## config.mk

```make
export PLATFORM = sky130hd
export DESIGN_NAME = crc8_pkt_ctrl
export DESIGN_NICKNAME = d
export VERILOG_FILES = /design/src/rtl/crc8_pkg.sv /design/src/rtl/crc8_acc.sv /design/src/rtl/crc8_pkt_ctrl.sv
export SDC_FILE = /design/constraint.sdc
export NUM_CORES = 1
export LEC_CHECK = 0
export ABC_AREA = 1
export CAP_MARGIN = 10
export CORE_MARGIN = 2
export CORE_UTILIZATION = 43
export CTS_BUF_LIST = sky130_fd_sc_hd__clkbuf_16
export DETAILED_ROUTE_END_ITERATION = 16
export GPL_ROUTABILITY_DRIVEN = 0
export PLACE_DENSITY_LB_ADDON = 0.1
export SLEW_MARGIN = 20
export SYNTH_ARGS = -nofsm -noshare
export SYNTH_HDL_FRONTEND = slang
export SYNTH_SLANG_ARGS = --single-unit
```

## constraint.sdc

```tcl
create_clock -name clk -period 2.3 [get_ports clk]
set_clock_uncertainty 0.1 [all_clocks]
set_input_delay 0.23 -clock clk [delete_from_list [all_inputs] [get_ports clk]]
set_output_delay 0.23 -clock clk [all_outputs]
set_load 0.01 [all_outputs]
```

## src/rtl/crc8_pkg.sv

```systemverilog
// Shared CRC-8 definitions (poly 0xCF, init 0xFF, MSB-first, no final xor) and FSM encoding.
package crc8_pkg;

  localparam logic [7:0] CRC8_INIT  = 8'hFF;
  localparam logic [7:0] CRC8_POLY  = 8'hCF;
  localparam logic       MODE_GEN   = 1'b1;
  localparam logic       MODE_CHECK = 1'b0;

  typedef enum logic [1:0] {IDLE, DATA, APPEND} state_e;

  function automatic logic [7:0] crc8_next(input logic [7:0] crc, input logic [7:0] d);
    logic [7:0] c;
    c = crc ^ d;
    for (int i = 0; i < 8; i++) begin
      c = c[7] ? ((c << 1) ^ CRC8_POLY) : (c << 1);
    end
    return c;
  endfunction

endpackage

```

## src/rtl/crc8_acc.sv

```systemverilog
// CRC-8 accumulator register: synchronous clear to CRC8_INIT (priority) and byte-update enable.
module crc8_acc
  import crc8_pkg::*;
(
  input  logic       clk_i,
  input  logic       clr_i,
  input  logic       en_i,
  input  logic [7:0] data_i,
  output logic [7:0] crc_o
);

  logic [7:0] crc_q;

  always_ff @(posedge clk_i) begin
    if (clr_i) begin
      crc_q <= CRC8_INIT;
    end else if (en_i) begin
      crc_q <= crc8_next(crc_q, data_i);
    end
  end

  assign crc_o = crc_q;

endmodule

```

## src/rtl/crc8_pkt_ctrl.sv

```systemverilog
// Per-packet CRC-8 sequencer: GEN appends the CRC byte, CHECK verifies the trailing CRC byte.
// Optional CRC_PKT_STATS_EN adds saturating good/bad packet counters.
module crc8_pkt_ctrl
  import crc8_pkg::*;
#(
  parameter  int MAX_LEN = 32,
  localparam int LEN_W   = $clog2(MAX_LEN + 1)
) (
  input  logic       clk,
  input  logic       rst,
  input  logic       mode_gen,
  input  logic [7:0] s_data,
  input  logic       s_valid,
  output logic       s_ready,
  input  logic       s_last,
  output logic [7:0] m_data,
  output logic       m_valid,
  input  logic       m_ready,
  output logic       m_last,
  output logic       pkt_done,
  output logic       pkt_crc_ok,
  output logic       pkt_len_err
`ifdef CRC_PKT_STATS_EN
  ,
  output logic [15:0] good_cnt,
  output logic [15:0] bad_cnt
`endif
);

  state_e           state_q, state_d;
  logic             mode_q;
  logic [LEN_W-1:0] cnt_q, cnt_d;
  logic             err_acc_q;
  logic             done_q, ok_q, lerr_q;
  logic [7:0]       crc;

  logic gen_mode, s_hs, chk_end, gen_end, pkt_end;

  // The mode is live on the first byte and latched for the rest of the packet.
  assign gen_mode = (state_q == IDLE) ? mode_gen : mode_q;
  assign s_hs     = s_valid & m_ready & ~rst & (state_q != APPEND);
  assign chk_end  = s_hs & s_last & (gen_mode == MODE_CHECK);
  assign gen_end  = (state_q == APPEND) & m_ready & ~rst;
  assign pkt_end  = chk_end | gen_end;
  assign cnt_d    = (cnt_q == LEN_W'(MAX_LEN)) ? cnt_q : cnt_q + LEN_W'(1);

  crc8_acc u_acc (
    .clk_i  (clk),
    .clr_i  (rst | pkt_end),
    .en_i   (s_hs & ~chk_end),
    .data_i (s_data),
    .crc_o  (crc)
  );

  always_comb begin
    state_d = state_q;
    s_ready = 1'b0;
    m_valid = 1'b0;
    m_data  = 8'h00;
    m_last  = 1'b0;
    if (!rst) begin
      case (state_q)
        IDLE, DATA: begin
          s_ready = m_ready;
          m_valid = s_valid;
          m_data  = s_data;
          m_last  = s_last & (gen_mode == MODE_CHECK);
          if (s_hs) begin
            if (s_last) state_d = (gen_mode == MODE_GEN) ? APPEND : IDLE;
            else        state_d = DATA;
          end
        end
        APPEND: begin
          m_valid = 1'b1;
          m_data  = crc;
          m_last  = 1'b1;
          if (gen_end) state_d = IDLE;
        end
        default: state_d = IDLE;
      endcase
    end
  end

  always_ff @(posedge clk) begin
    if (rst) begin
      state_q   <= IDLE;
      mode_q    <= MODE_CHECK;
      cnt_q     <= '0;
      err_acc_q <= 1'b0;
      done_q    <= 1'b0;
      ok_q      <= 1'b0;
      lerr_q    <= 1'b0;
    end else begin
      state_q <= state_d;
      done_q  <= pkt_end;
      if (state_q == IDLE && s_hs) mode_q <= mode_gen;
      if (pkt_end) begin
        cnt_q     <= '0;
        err_acc_q <= 1'b0;
        ok_q      <= ~err_acc_q & (gen_end | (crc == s_data));
        lerr_q    <= err_acc_q;
      end else if (s_hs) begin
        cnt_q <= cnt_d;
        // Reaching MAX_LEN on a non-final byte means the packet will overrun.
        if (!s_last && cnt_d == LEN_W'(MAX_LEN)) err_acc_q <= 1'b1;
      end
    end
  end

  assign pkt_done    = done_q;
  assign pkt_crc_ok  = ok_q;
  assign pkt_len_err = lerr_q;

`ifdef CRC_PKT_STATS_EN
  logic [15:0] good_q, bad_q;

  always_ff @(posedge clk) begin
    if (rst) begin
      good_q <= '0;
      bad_q  <= '0;
    end else if (done_q) begin
      if (ok_q) good_q <= (good_q == 16'hFFFF) ? good_q : good_q + 16'd1;
      else      bad_q  <= (bad_q  == 16'hFFFF) ? bad_q  : bad_q  + 16'd1;
    end
  end

  assign good_cnt = good_q;
  assign bad_cnt  = bad_q;
`endif

endmodule

```

==> qor.json <==
{
  "synth_fp_nets": {"value": 273},
  "synthTopCellsByCount": {"value": "sky130_fd_sc_hd__nand2_1 (77), sky130_fd_sc_hd__nand3_1 (30), sky130_fd_sc_hd__a21oi_1 (23)"},
  "ctsHoldBuffers": {"value": 0},
  "setup.reg_to_reg.worst_slack": {"value": 200, "unit": "ps"},
  "post-route-period-util": {"value": 95.5, "unit": "%"},
  "worst_margin_slew": {"value": 374, "unit": "ps"},
  "crit_arrival": {"value": 1870, "unit": "ps"},
  "dp.cells": {"value": 339},
  "fillers": {"value": 371},
  "min_to": {"value": "pkt_crc_ok"},
  "clock-root-buffer": {"value": "sky130_fd_sc_hd__clkbuf_16"},
  "timing.slew.headroom": {"value": 75.0, "unit": "%"},
  "placedInstanceArea": {"value": 0.00204, "unit": "mm^2"},
  "dieArea": {"value": 0.00433, "unit": "mm^2"},
  "htree_num_levels": {"value": 1},
  "worstSkewPairLatency": {"value": 260, "unit": "ps"},
  "netlist-cell-type-count": {"value": 33},
  "tritoncts": {"value": "built"},
  "initial_utilization": {"value": 44.9, "unit": "%"},
  "worst-r2r-cell-count": {"value": 13},
  "path_delay_family": {"value": "buffers and inverters"},
  "finish.instance_area": {"value": 0.00216, "unit": "mm^2"},
  "placement.io_buffers": {"value": 27},
  "antenna-diode-count": {"value": 0},
  "yosysMostFrequentCell": {"value": "sky130_fd_sc_hd__nand2_1"},
  "reg2reg_start": {"value": "u_acc.crc_o[6]"},
  "fin_cells": {"value": 344},
  "p_total": {"value": 1270, "unit": "uW"},
  "min_from": {"value": "pkt_crc_ok"},
  "fmax": {"value": 0.455, "unit": "GHz"},
  "first_global_vias": {"value": 1546},
  "post-synth-top-area-cell": {"value": "sky130_fd_sc_hd__dfxtp_1"},
  "netlist_instances": {"value": 256},
  "placeableCoreArea": {"value": 0.00366, "unit": "mm^2"},
  "ctsLongestPathBuffers": {"value": 2},
  "timing.critical_path.to_type": {"value": "output pin"},
  "cts.sinks": {"value": 21},
  "rows": {"value": 22},
  "post_synthesis_sequential_area_ratio": {"value": 25.6, "unit": "%"},
  "gr-total-overflow": {"value": 0},
  "drt-vias-per-instance": {"value": 5.00},
  "grt_most_used_layer": {"value": "met2"},
  "r2r_end": {"value": "u_acc.crc_o[6]"},
  "crit_path_launch_type": {"value": "flip-flop"},
  "crit_path_cell_trace": {"value": "inv_2 > nor2_4 > buf_12 > nand2_1 > a21oi_1 > clkdlybuf4s50_1"},
  "ys.flop_type": {"value": "sky130_fd_sc_hd__dfxtp_1"},
  "post_detailed_placement_half_perimeter_wirelength": {"value": 3330, "unit": "um"},
  "detail_route.wirelength": {"value": 4200, "unit": "um"},
  "grt_antenna_before_repair": {"value": 0},
  "number_of_drc_markers_in_iteration_0": {"value": 77},
  "remaining_drc_errors": {"value": 0},
  "die_x_extent": {"value": 65.8, "unit": "um"},
  "async_flop_share": {"value": 0, "unit": "%"},
  "cp_data_required_time": {"value": 1970, "unit": "ps"},
  "multi_input_area": {"value": 0.00109, "unit": "mm^2"},
  "cts-buffers-inserted": {"value": 3},
  "final-seq-area": {"value": 420, "unit": "um^2"},
  "critical_path.slowest_cell": {"value": "sky130_fd_sc_hd__clkdlybuf4s50_1"},
  "clk_transition_reported_paths": {"value": 70, "unit": "ps"},
  "antenna_left": {"value": 0},
  "area.growth.synth_to_final": {"value": 31.6, "unit": "%"},
  "grt.met2_usage": {"value": 33.6, "unit": "%"},
  "maxCapViolations": {"value": 0},
  "critical_path.max_fanout": {"value": 11},
  "synth_warnings": {"value": 0},
  "synth_enable_flop_cells": {"value": 0},
  "grt_pass1_wl": {"value": 6960, "unit": "um"},
  "first_pass_iters": {"value": 4},
  "grt_use_total": {"value": 20.2, "unit": "%"},
  "ir_drop": {"value": 0.278, "unit": "mV"},
  "leakagePower": {"value": 0.00102, "unit": "uW"},
  "synth_area_per_cell": {"value": 6.42, "unit": "um^2"},
  "synthesis.area": {"value": 0.00164, "unit": "mm^2"},
  "grt_setup_unrepaired": {"value": "no"},
  "groute.layer.met3.usage": {"value": 2.73, "unit": "%"},
  "final-hold-violation-count": {"value": 0},
  "period_minus_slack": {"value": 2200, "unit": "ps"},
  "worstSetupPathType": {"value": "flip-flop to output pin"},
  "outcome": {"value": "complete, no violations"},
  "post-synth-top-area-fraction": {"value": 25.6, "unit": "%"},
  "synth.area.top_cells": {"value": "sky130_fd_sc_hd__dfxtp_1 (26%), sky130_fd_sc_hd__nand2_1 (18%), sky130_fd_sc_hd__nand3_1 (9.1%)"},
  "finalNetCount": {"value": 314},
  "proportion_of_layout_cells_with_a_drive_suffix_above_1": {"value": 16.9, "unit": "%"},
  "detailroute.via_count": {"value": 1721},
  "pwr_density_cell": {"value": 588, "unit": "mW/mm^2"},
  "grt_max_degree": {"value": 14},
  "die_y": {"value": 65.8, "unit": "um"},
  "yosys_register_bits": {"value": 21},
  "timing.critical_path.buf_inv": {"value": 3},
  "worst_hold_slack": {"value": 363, "unit": "ps"},
  "groute.layer.met1.usage": {"value": 27.8, "unit": "%"},
  "final-setup-viol-count": {"value": 0},
  "boundaryPins": {"value": 28},
  "critical-path-max-stage-delay": {"value": 560, "unit": "ps"},
  "whs_path_depth": {"value": 2},
  "hold_path_class": {"value": "flip-flop to flip-flop"},
  "wl_per_cell": {"value": 12.2, "unit": "um"},
  "report.final.slew_viol_count": {"value": 0}
}
## worst reg2reg max path, cell delays in order, from the launching register on
cell	delay (ps)
sky130_fd_sc_hd__dfxtp_1	370
sky130_fd_sc_hd__xnor2_1	330
sky130_fd_sc_hd__ha_4	270
sky130_fd_sc_hd__inv_2	90
sky130_fd_sc_hd__nand2_1	70
sky130_fd_sc_hd__nand2_1	70
sky130_fd_sc_hd__nand2_1	50
sky130_fd_sc_hd__nand2_1	150
sky130_fd_sc_hd__xor2_2	190
sky130_fd_sc_hd__nand2_2	70
sky130_fd_sc_hd__nand2_1	90
sky130_fd_sc_hd__nand2_1	50
sky130_fd_sc_hd__nand3_1	60
sky130_fd_sc_hd__nand2_1	50
## worst max path at each step
stage                               from  depth (start not counted)             end
after detailed placement       s_data[7]                         16  u_acc.crc_o[6]
after floorplan           u_acc.crc_o[6]                         12  u_acc.crc_o[6]
after global placement         s_data[7]                         16  u_acc.crc_o[6]
after CTS                     state_q[1]                          5       m_data[4]
after global routing          state_q[1]                          6       m_data[6]
final                         state_q[1]                          6       m_data[0]
## per-stage QoR
step                      setup TNS [ps]  util (%)  worst slack (ps)
final                                  0      59.1               104
after global routing                   0      59.1              2.82
after CTS                              0      57.9              37.4
after detailed placement            -361      55.6              -119
after global placement              -271      55.6              -108
after floorplan                        0         -               259
## registers in the layout, indices dropped and copies added, names as in the netlist
signal,flops
mode_q,1
u_acc.crc_o,8
pkt_crc_ok,1
err_acc_q,1
pkt_done,1
cnt_q,6
state_q,2
pkt_len_err,1
## cell usage in the layout (no fill, tap or decap)
cell type,n
sky130_fd_sc_hd__clkinvlp_4,1
sky130_fd_sc_hd__xnor2_1,2
sky130_fd_sc_hd__nor2_4,2
sky130_fd_sc_hd__and2_1,1
sky130_fd_sc_hd__nand2_1,77
sky130_fd_sc_hd__o41ai_1,1
sky130_fd_sc_hd__o21ai_4,1
sky130_fd_sc_hd__clkdlybuf4s50_1,23
sky130_fd_sc_hd__buf_4,11
sky130_fd_sc_hd__xor2_1,13
sky130_fd_sc_hd__o21ai_0,3
sky130_fd_sc_hd__a21oi_1,23
sky130_fd_sc_hd__dlymetal6s2s_1,4
sky130_fd_sc_hd__a22o_1,1
sky130_fd_sc_hd__nand3b_1,1
sky130_fd_sc_hd__or2_2,1
sky130_fd_sc_hd__ha_1,2
sky130_fd_sc_hd__nor2_1,11
sky130_fd_sc_hd__nand2_2,8
sky130_fd_sc_hd__o311ai_1,1
sky130_fd_sc_hd__nand2_4,2
sky130_fd_sc_hd__nand4_1,3
sky130_fd_sc_hd__inv_1,18
sky130_fd_sc_hd__nor2_2,1
sky130_fd_sc_hd__o32ai_1,3
sky130_fd_sc_hd__inv_2,15
sky130_fd_sc_hd__o211ai_1,1
sky130_fd_sc_hd__o21a_1,1
sky130_fd_sc_hd__xor2_2,2
sky130_fd_sc_hd__nand3_1,30
sky130_fd_sc_hd__ha_4,1
sky130_fd_sc_hd__clkbuf_16,3
sky130_fd_sc_hd__nor4_1,1
sky130_fd_sc_hd__a211oi_2,1
sky130_fd_sc_hd__buf_12,1
sky130_fd_sc_hd__dfxtp_1,21
sky130_fd_sc_hd__o21ai_1,3
sky130_fd_sc_hd__nor3_1,2
## final cells by class
cell class / instances / area share [%]
well taps: 48 / 2.78
repair buffers: 39 / 17.7
inverters: 33 / 5.73
clock inverters: 1 / 0.347
clock buffers: 3 / 3.47
flip-flops and latches: 21 / 19.4
multi-input cells: 199 / 50.5
## repair_timing
| action | in CTS | in global routing |
|---|---|---|
| setup buffers | 0 | 1 |
| endpoints found under the setup margin | 0 | 5 |
| resized for setup | 0 | 6 |
## metal layers
layer  part of all wire, %  up-vias
li1                      -      910
met5                     0        -
met4                  0.67        0
met3                   4.5        5
met2                    45       31
met1                    50      775
## power by group
group / total (uW) / switching, uW / internal (uW) / leakage, uW
logic: 493 / 289 / 203 / 0.000810
registers: 390 / 13.0 / 377 / 0.000171
clock network: 389 / 153 / 236 / 0.0000371
## cells by family after synthesis
logic type | after synthesis | synth area share, %
adders and majority gates | 3 | 2.29
buffers and inverters | 36 | 8.68
DFF | 21 | 25.6
and+or+nand+nor | 140 | 38.8
xor gates and xnor gates | 17 | 9.98
AOI/OAI and AO/OA | 39 | 14.7
(Power assumes the default switching activity.)
